## config.mk

```make
export PLATFORM = sky130hd
export DESIGN_NAME = core_mem_arb_flat
export DESIGN_NICKNAME = d
export VERILOG_FILES = /design/src/rtl/core_mem_arb_if.sv /design/src/rtl/core_mem_arb.sv /design/src/flat_wrapper.sv
export SDC_FILE = /design/constraint.sdc
export NUM_CORES = 1
export LEC_CHECK = 0
export CAP_MARGIN = 0
export CORE_AREA = 2 2 173 175
export CTS_CLUSTER_SIZE = 28
export DETAILED_ROUTE_END_ITERATION = 8
export DIE_AREA = 0 0 175 177
export SYNTH_ARGS = -nofsm -noshare
export SYNTH_HDL_FRONTEND = slang
export SYNTH_SLANG_ARGS = --single-unit
```

## constraint.sdc

```tcl
create_clock -name clk -period 1.75 [get_ports clk]
set_input_delay 0.175 -clock clk [delete_from_list [all_inputs] [get_ports clk]]
set_output_delay 0.175 -clock clk [all_outputs]
set_load 0.01 [all_outputs]
```

## src/rtl/core_mem_arb_if.sv

```systemverilog
// Bundle of the IFU, LSU and memory-bus handshakes around the core memory arbiter.
// The slave modport is the arbiter's view; master is the environment driving it.
interface core_mem_arb_if #(
    parameter int ADDR_W  = 32,
    parameter int DATA_W  = 64,
    parameter int WMASK_W = DATA_W / 8
);
    logic               ifu_req_valid;
    logic               ifu_req_ready;
    logic [ADDR_W-1:0]  ifu_req_addr;
    logic               ifu_flush;
    logic               ifu_rsp_valid;
    logic [DATA_W-1:0]  ifu_rsp_data;

    logic               lsu_req_valid;
    logic               lsu_req_ready;
    logic [ADDR_W-1:0]  lsu_req_addr;
    logic               lsu_req_wen;
    logic [DATA_W-1:0]  lsu_req_wdata;
    logic [WMASK_W-1:0] lsu_req_wmask;
    logic               lsu_rsp_valid;
    logic [DATA_W-1:0]  lsu_rsp_data;

    logic               mem_req_valid;
    logic               mem_req_ready;
    logic [ADDR_W-1:0]  mem_req_addr;
    logic               mem_req_wen;
    logic [DATA_W-1:0]  mem_req_wdata;
    logic [WMASK_W-1:0] mem_req_wmask;
    logic               mem_rsp_valid;
    logic [DATA_W-1:0]  mem_rsp_data;

    modport slave (
        input  ifu_req_valid, ifu_req_addr, ifu_flush,
        output ifu_req_ready, ifu_rsp_valid, ifu_rsp_data,
        input  lsu_req_valid, lsu_req_addr, lsu_req_wen, lsu_req_wdata, lsu_req_wmask,
        output lsu_req_ready, lsu_rsp_valid, lsu_rsp_data,
        output mem_req_valid, mem_req_addr, mem_req_wen, mem_req_wdata, mem_req_wmask,
        input  mem_req_ready, mem_rsp_valid, mem_rsp_data
    );

    modport master (
        output ifu_req_valid, ifu_req_addr, ifu_flush,
        input  ifu_req_ready, ifu_rsp_valid, ifu_rsp_data,
        output lsu_req_valid, lsu_req_addr, lsu_req_wen, lsu_req_wdata, lsu_req_wmask,
        input  lsu_req_ready, lsu_rsp_valid, lsu_rsp_data,
        input  mem_req_valid, mem_req_addr, mem_req_wen, mem_req_wdata, mem_req_wmask,
        output mem_req_ready, mem_rsp_valid, mem_rsp_data
    );
endinterface

```

## src/rtl/core_mem_arb.sv

```systemverilog
// Shares the single core memory port between IFU fetches and LSU accesses:
// LSU-first priority with a starvation guard, one outstanding transaction, flush-aware IFU returns.
module core_mem_arb #(
    parameter int STARVE_MAX = 4
) (
    input  logic           clk,
    input  logic           rst_n,
    core_mem_arb_if.slave  bus
);
    typedef enum logic [1:0] {IDLE, REQ, RSP} state_t;
    typedef enum logic {OWN_IFU, OWN_LSU} owner_t;

    localparam logic [3:0] CNT_MAX = 4'(STARVE_MAX);

    state_t     state;
    owner_t     owner;
    logic [3:0] starve_cnt;
    logic       drop;

    logic   ifu_eff;
    logic   sel_valid;
    owner_t sel_owner;
    logic   handshake;
    logic   rsp_hit;
    logic   ifu_strobe;
    logic   lsu_strobe;

    // Pick who drives the bus this cycle; all strobes are held low while reset is asserted.
    always_comb begin
        ifu_eff   = bus.ifu_req_valid & ~bus.ifu_flush;
        sel_valid = 1'b0;
        sel_owner = owner;
        case (state)
            IDLE: begin
                if (bus.lsu_req_valid && starve_cnt != CNT_MAX) begin
                    sel_valid = 1'b1;
                    sel_owner = OWN_LSU;
                end else if (ifu_eff) begin
                    sel_valid = 1'b1;
                    sel_owner = OWN_IFU;
                end else if (bus.lsu_req_valid) begin
                    sel_valid = 1'b1;
                    sel_owner = OWN_LSU;
                end
            end
            REQ: begin
                sel_valid = 1'b1;
                sel_owner = owner;
            end
            default: sel_valid = 1'b0;
        endcase
        if (!rst_n) begin
            sel_valid = 1'b0;
        end
        handshake  = sel_valid & bus.mem_req_ready;
        rsp_hit    = rst_n & (state == RSP) & bus.mem_rsp_valid;
        ifu_strobe = rsp_hit & (owner == OWN_IFU) & ~drop & ~bus.ifu_flush;
        lsu_strobe = rsp_hit & (owner == OWN_LSU);
    end

    assign bus.mem_req_valid = sel_valid;
    assign bus.ifu_req_ready = handshake & (sel_owner == OWN_IFU);
    assign bus.lsu_req_ready = handshake & (sel_owner == OWN_LSU);
    assign bus.mem_req_addr  = !sel_valid ? '0 :
                               (sel_owner == OWN_LSU) ? bus.lsu_req_addr : bus.ifu_req_addr;
    assign bus.mem_req_wen   = sel_valid & (sel_owner == OWN_LSU) & bus.lsu_req_wen;
    assign bus.mem_req_wdata = (sel_valid && sel_owner == OWN_LSU) ? bus.lsu_req_wdata : '0;
    assign bus.mem_req_wmask = (sel_valid && sel_owner == OWN_LSU) ? bus.lsu_req_wmask : '0;
    assign bus.ifu_rsp_valid = ifu_strobe;
    assign bus.lsu_rsp_valid = lsu_strobe;
    assign bus.ifu_rsp_data  = ifu_strobe ? bus.mem_rsp_data : '0;
    assign bus.lsu_rsp_data  = lsu_strobe ? bus.mem_rsp_data : '0;

    // Owner lock, starvation count and the flush drop flag; a response clears drop even under flush.
    always_ff @(posedge clk or negedge rst_n) begin
        if (!rst_n) begin
            state      <= IDLE;
            owner      <= OWN_LSU;
            starve_cnt <= '0;
            drop       <= 1'b0;
        end else begin
            case (state)
                IDLE: begin
                    if (sel_valid) begin
                        owner <= sel_owner;
                        state <= bus.mem_req_ready ? RSP : REQ;
                    end
                end
                REQ: begin
                    if (bus.mem_req_ready) begin
                        state <= RSP;
                    end
                end
                RSP: begin
                    if (bus.mem_rsp_valid) begin
                        state <= IDLE;
                    end
                end
                default: state <= IDLE;
            endcase

            if (handshake) begin
                if (sel_owner == OWN_IFU) begin
                    starve_cnt <= '0;
                end else if (ifu_eff && starve_cnt != CNT_MAX) begin
                    starve_cnt <= starve_cnt + 4'd1;
                end
            end

            if (rsp_hit) begin
                drop <= 1'b0;
            end else if (state != IDLE && owner == OWN_IFU && bus.ifu_flush) begin
                drop <= 1'b1;
            end
        end
    end
endmodule
```

## src/flat_wrapper.sv

```systemverilog
// flat-port wrapper written by rule: the top's interface ports become plain ports
module core_mem_arb_flat 
#(
    parameter int STARVE_MAX = 4
)
  (clk, rst_n, bus_ifu_req_valid, bus_ifu_req_addr, bus_ifu_flush, bus_ifu_req_ready, bus_ifu_rsp_valid, bus_ifu_rsp_data, bus_lsu_req_valid, bus_lsu_req_addr, bus_lsu_req_wen, bus_lsu_req_wdata, bus_lsu_req_wmask, bus_lsu_req_ready, bus_lsu_rsp_valid, bus_lsu_rsp_data, bus_mem_req_valid, bus_mem_req_addr, bus_mem_req_wen, bus_mem_req_wdata, bus_mem_req_wmask, bus_mem_req_ready, bus_mem_rsp_valid, bus_mem_rsp_data);
  core_mem_arb_if bus_i ();
  input  logic clk;
  input  logic rst_n;
  input wire logic [$bits(bus_i.ifu_req_valid)-1:0] bus_ifu_req_valid;
  input wire logic [$bits(bus_i.ifu_req_addr)-1:0] bus_ifu_req_addr;
  input wire logic [$bits(bus_i.ifu_flush)-1:0] bus_ifu_flush;
  output wire logic [$bits(bus_i.ifu_req_ready)-1:0] bus_ifu_req_ready;
  output wire logic [$bits(bus_i.ifu_rsp_valid)-1:0] bus_ifu_rsp_valid;
  output wire logic [$bits(bus_i.ifu_rsp_data)-1:0] bus_ifu_rsp_data;
  input wire logic [$bits(bus_i.lsu_req_valid)-1:0] bus_lsu_req_valid;
  input wire logic [$bits(bus_i.lsu_req_addr)-1:0] bus_lsu_req_addr;
  input wire logic [$bits(bus_i.lsu_req_wen)-1:0] bus_lsu_req_wen;
  input wire logic [$bits(bus_i.lsu_req_wdata)-1:0] bus_lsu_req_wdata;
  input wire logic [$bits(bus_i.lsu_req_wmask)-1:0] bus_lsu_req_wmask;
  output wire logic [$bits(bus_i.lsu_req_ready)-1:0] bus_lsu_req_ready;
  output wire logic [$bits(bus_i.lsu_rsp_valid)-1:0] bus_lsu_rsp_valid;
  output wire logic [$bits(bus_i.lsu_rsp_data)-1:0] bus_lsu_rsp_data;
  output wire logic [$bits(bus_i.mem_req_valid)-1:0] bus_mem_req_valid;
  output wire logic [$bits(bus_i.mem_req_addr)-1:0] bus_mem_req_addr;
  output wire logic [$bits(bus_i.mem_req_wen)-1:0] bus_mem_req_wen;
  output wire logic [$bits(bus_i.mem_req_wdata)-1:0] bus_mem_req_wdata;
  output wire logic [$bits(bus_i.mem_req_wmask)-1:0] bus_mem_req_wmask;
  input wire logic [$bits(bus_i.mem_req_ready)-1:0] bus_mem_req_ready;
  input wire logic [$bits(bus_i.mem_rsp_valid)-1:0] bus_mem_rsp_valid;
  input wire logic [$bits(bus_i.mem_rsp_data)-1:0] bus_mem_rsp_data;
  assign bus_i.ifu_req_valid = bus_ifu_req_valid;
  assign bus_i.ifu_req_addr = bus_ifu_req_addr;
  assign bus_i.ifu_flush = bus_ifu_flush;
  assign bus_ifu_req_ready = bus_i.ifu_req_ready;
  assign bus_ifu_rsp_valid = bus_i.ifu_rsp_valid;
  assign bus_ifu_rsp_data = bus_i.ifu_rsp_data;
  assign bus_i.lsu_req_valid = bus_lsu_req_valid;
  assign bus_i.lsu_req_addr = bus_lsu_req_addr;
  assign bus_i.lsu_req_wen = bus_lsu_req_wen;
  assign bus_i.lsu_req_wdata = bus_lsu_req_wdata;
  assign bus_i.lsu_req_wmask = bus_lsu_req_wmask;
  assign bus_lsu_req_ready = bus_i.lsu_req_ready;
  assign bus_lsu_rsp_valid = bus_i.lsu_rsp_valid;
  assign bus_lsu_rsp_data = bus_i.lsu_rsp_data;
  assign bus_mem_req_valid = bus_i.mem_req_valid;
  assign bus_mem_req_addr = bus_i.mem_req_addr;
  assign bus_mem_req_wen = bus_i.mem_req_wen;
  assign bus_mem_req_wdata = bus_i.mem_req_wdata;
  assign bus_mem_req_wmask = bus_i.mem_req_wmask;
  assign bus_i.mem_req_ready = bus_mem_req_ready;
  assign bus_i.mem_rsp_valid = bus_mem_rsp_valid;
  assign bus_i.mem_rsp_data = bus_mem_rsp_data;
  core_mem_arb #(.STARVE_MAX(STARVE_MAX)) u_core (.clk(clk), .rst_n(rst_n), .bus(bus_i));
endmodule
```

==> out/metrics.yaml <==
cpPeakStageDelay_ns: 0.58
insertion_delay_ns: 0.24
ys_async_sr_fraction: 1.00
die_x_um: 175
routabilityCongestion: 0.811
violations: "negative setup slack"
port_buffers: 445
antenna_found_initial: 0
layout_commonest_cell: "clkdlybuf4s50_1"
final_cells: 1290
hold_class: "input port to asynchronous set/reset pin"
netlist_area_um2: 2540
design_area_um2: 8180
drv_slew: 0
row_count: 63
skew_ns: 0.00214
synth_nets: 620
setup_viol: 243
yosys.area.top_type: "and2_1"
critPathArrivalTime_ns: 2.29
grt_pass1_vias: 4483
synth_cell_types: 36
cp_top_family: "simple AND/OR/NAND/NOR gates"
drc: 0
critPathMaxFanout: 8
fp.dieH_um: 177
cts_tree: "built"
diodes: 0
min_period_ns: 2.46
htreeDepth: 1
cts_made_buffers: 3
leakagePower_nw: 4.11
status: "finished, violations left"
initial_core_util: 0.0868
grt_use_total: 0.117
drt_wl_total_um: 22300
root_buffer: "clkbuf_16"
area_delta_synth_final_pct: 222
core_um2: 29200
avgSynthCellArea_um2: 6.19
clock-sinks: 8
ys.flop_type: "dfrtp_1"
powerDensity_nw_per_um2: 640
start_kind: "flip-flop"
io_pins: 446
finalPower_mw: 5.23
yosysWarnings: 0
die_area_um2: 31000
grt_max_degree: 51
clk_pin_slew_ns: 0.04
worstRegToRegCells: 8
preCtsSetupSlack_ns: -1.03
hold_violations: 0
yosys-top-cells-area: "and2_1 35%, and3_1 16%, dfrtp_1 6.9%"
cp.required_ns: 1.57
vias_per_cell: 3.84
crit_path_end_kind: "output pin"
place_area_um2: 7960
drt_iter0_drc: 174
ir_drop_mv: 0.684
slowest_stage: "or4b_4"
rsz0062_at_grt: "true"
ys_seq_area_frac: 0.0794
fin_ws_ns: -0.714
slew_headroom: 0.797
cp_num_buf_inv: 5
path_depth: 9
syn_inst: 410
dr.pass1.iters: 5
fin_nets: 1111
critPathKind: "flip-flop to output pin"
synth_edf_count: 0
grt_pass1_wl_um: 28500
synth-seq-cells: 8
dp_cells: 1247
cts_buffer_depth: 2
max_freq_mhz: 406
drv_cap: 0
grt_overflow_total: 0
synth_top_area_share: 0.345
wl_per_cell_um: 17.3
ant_nets: 0
tightest_slew_ns: 0.304
vias: 4953
crit_chain: "or4b_4, o211ai_4, buf_6, buf_6, buf_12, buf_12, nand3_1, a21oi_2, buf_2"
min_period_over_period: 1.41
cts-hold-fix-buffers: 0
drive_gt1_frac: 0.450
dpl.hpwl_um: 16400
fin_util: 0.280
final_cell_mix: "214 x clkdlybuf4s50_1, 108 x and2_1, 107 x clkbuf_2"
==> synthesized netlist by cell type, types with 2 or more instances <==
library cell	n
nand3_1	35
a21oi_1	34
and3_1	65
ha_1	2
o21ai_1	7
nand4_1	2
buf_2	5
o31ai_1	2
dfrtp_1	7
o21ai_0	28
inv_1	7
and2_1	140
nand2_1	5
buf_6	5
clkbuf_1	38
nor2_1	8
==> flip-flops by register name, summed over array words and instances (netlist names) <==
signal,cells
u_core.state,2
u_core.owner,1
u_core.drop,1
u_core.starve_cnt,4
==> where the power goes <==
part	leakage [nW]	switching [mW]	internal, mW	total [mW]
Combinational	3.99	2.17	2.33	4.50
Sequential	0.0901	0.0487	0.269	0.318
Clock	0.0382	0.113	0.306	0.419
==> metal layers <==
metal / routed length (um) / global-route usage / vias to the layer above / part of all wire
li1: - / - / 2397 / -
met1: 9270 / 0.144 / 2350 / 0.42
met2: 11500 / 0.216 / 196 / 0.52
met3: 1370 / 0.0223 / 10 / 0.061
met4: 185 / 0.0156 / 0 / 0.0083
met5: 0 / 0 / - / 0
==> worst reg2reg max path, delay by kind of cell (launching register included) <==
kind	cells	cell delay [ns]
buf+inv	4	0.59
simple gates	1	0.58
compound gates	3	0.55
flops	1	0.37
==> cells by family (layout without fill, tap and decap cells) <==
group                      Yosys count  count (layout)  share of synthesized area
AOI/OAI and AO/OA                   84              84                      0.192
adders and majority gates            2               2                    0.00986
buffers and inverters               55             545                     0.0986
DFF                                  8               8                     0.0794
and+or+nand+nor                    261             261                      0.620
==> timing repair <==
| item | in CTS | in global routing |
|---|---|---|
| buffers inserted | 11 | 16 |
| pin swaps | 3 | 40 |
| gates resized for setup | 360 | 433 |
| gates cloned | 3 | 11 |
| endpoints found under the setup margin | 245 | 244 |
==> final cells by class <==
cell class | count | area [um^2]
well taps | 390 | 488
repair buffers | 534 | 4840
flip-flops and latches | 8 | 201
multi-input cells | 347 | 2540
clock buffers | 4 | 78.8
fillers | 3165 | 21100
inverters | 7 | 30.0
==> final timing paths <==
path                                         from                    to  slack, ns
worst max-delay path              u_core.state[0]  bus_mem_req_addr[11]      -0.71
worst min-delay path                        rst_n  u_core.starve_cnt[1]       0.39
worst max register to register    u_core.state[0]  u_core.starve_cnt[0]      -0.46
worst min register to register        u_core.drop           u_core.drop       0.56
max in group asynchronous                   rst_n          u_core.owner       1.14
min in group clk                bus_mem_rsp_valid       u_core.state[1]       0.53
==> stage by stage <==
step	setup TNS (ns)	hold slack, ns
after floorplan	-16.99	-0.121
after detailed placement	-178.12	0.556
after global routing	-120.22	0.423
after global placement	-176.36	0.538
after CTS	-147.59	0.401
final	-101.93	0.395
No activity file was read; power rests on OpenSTA's default activity.
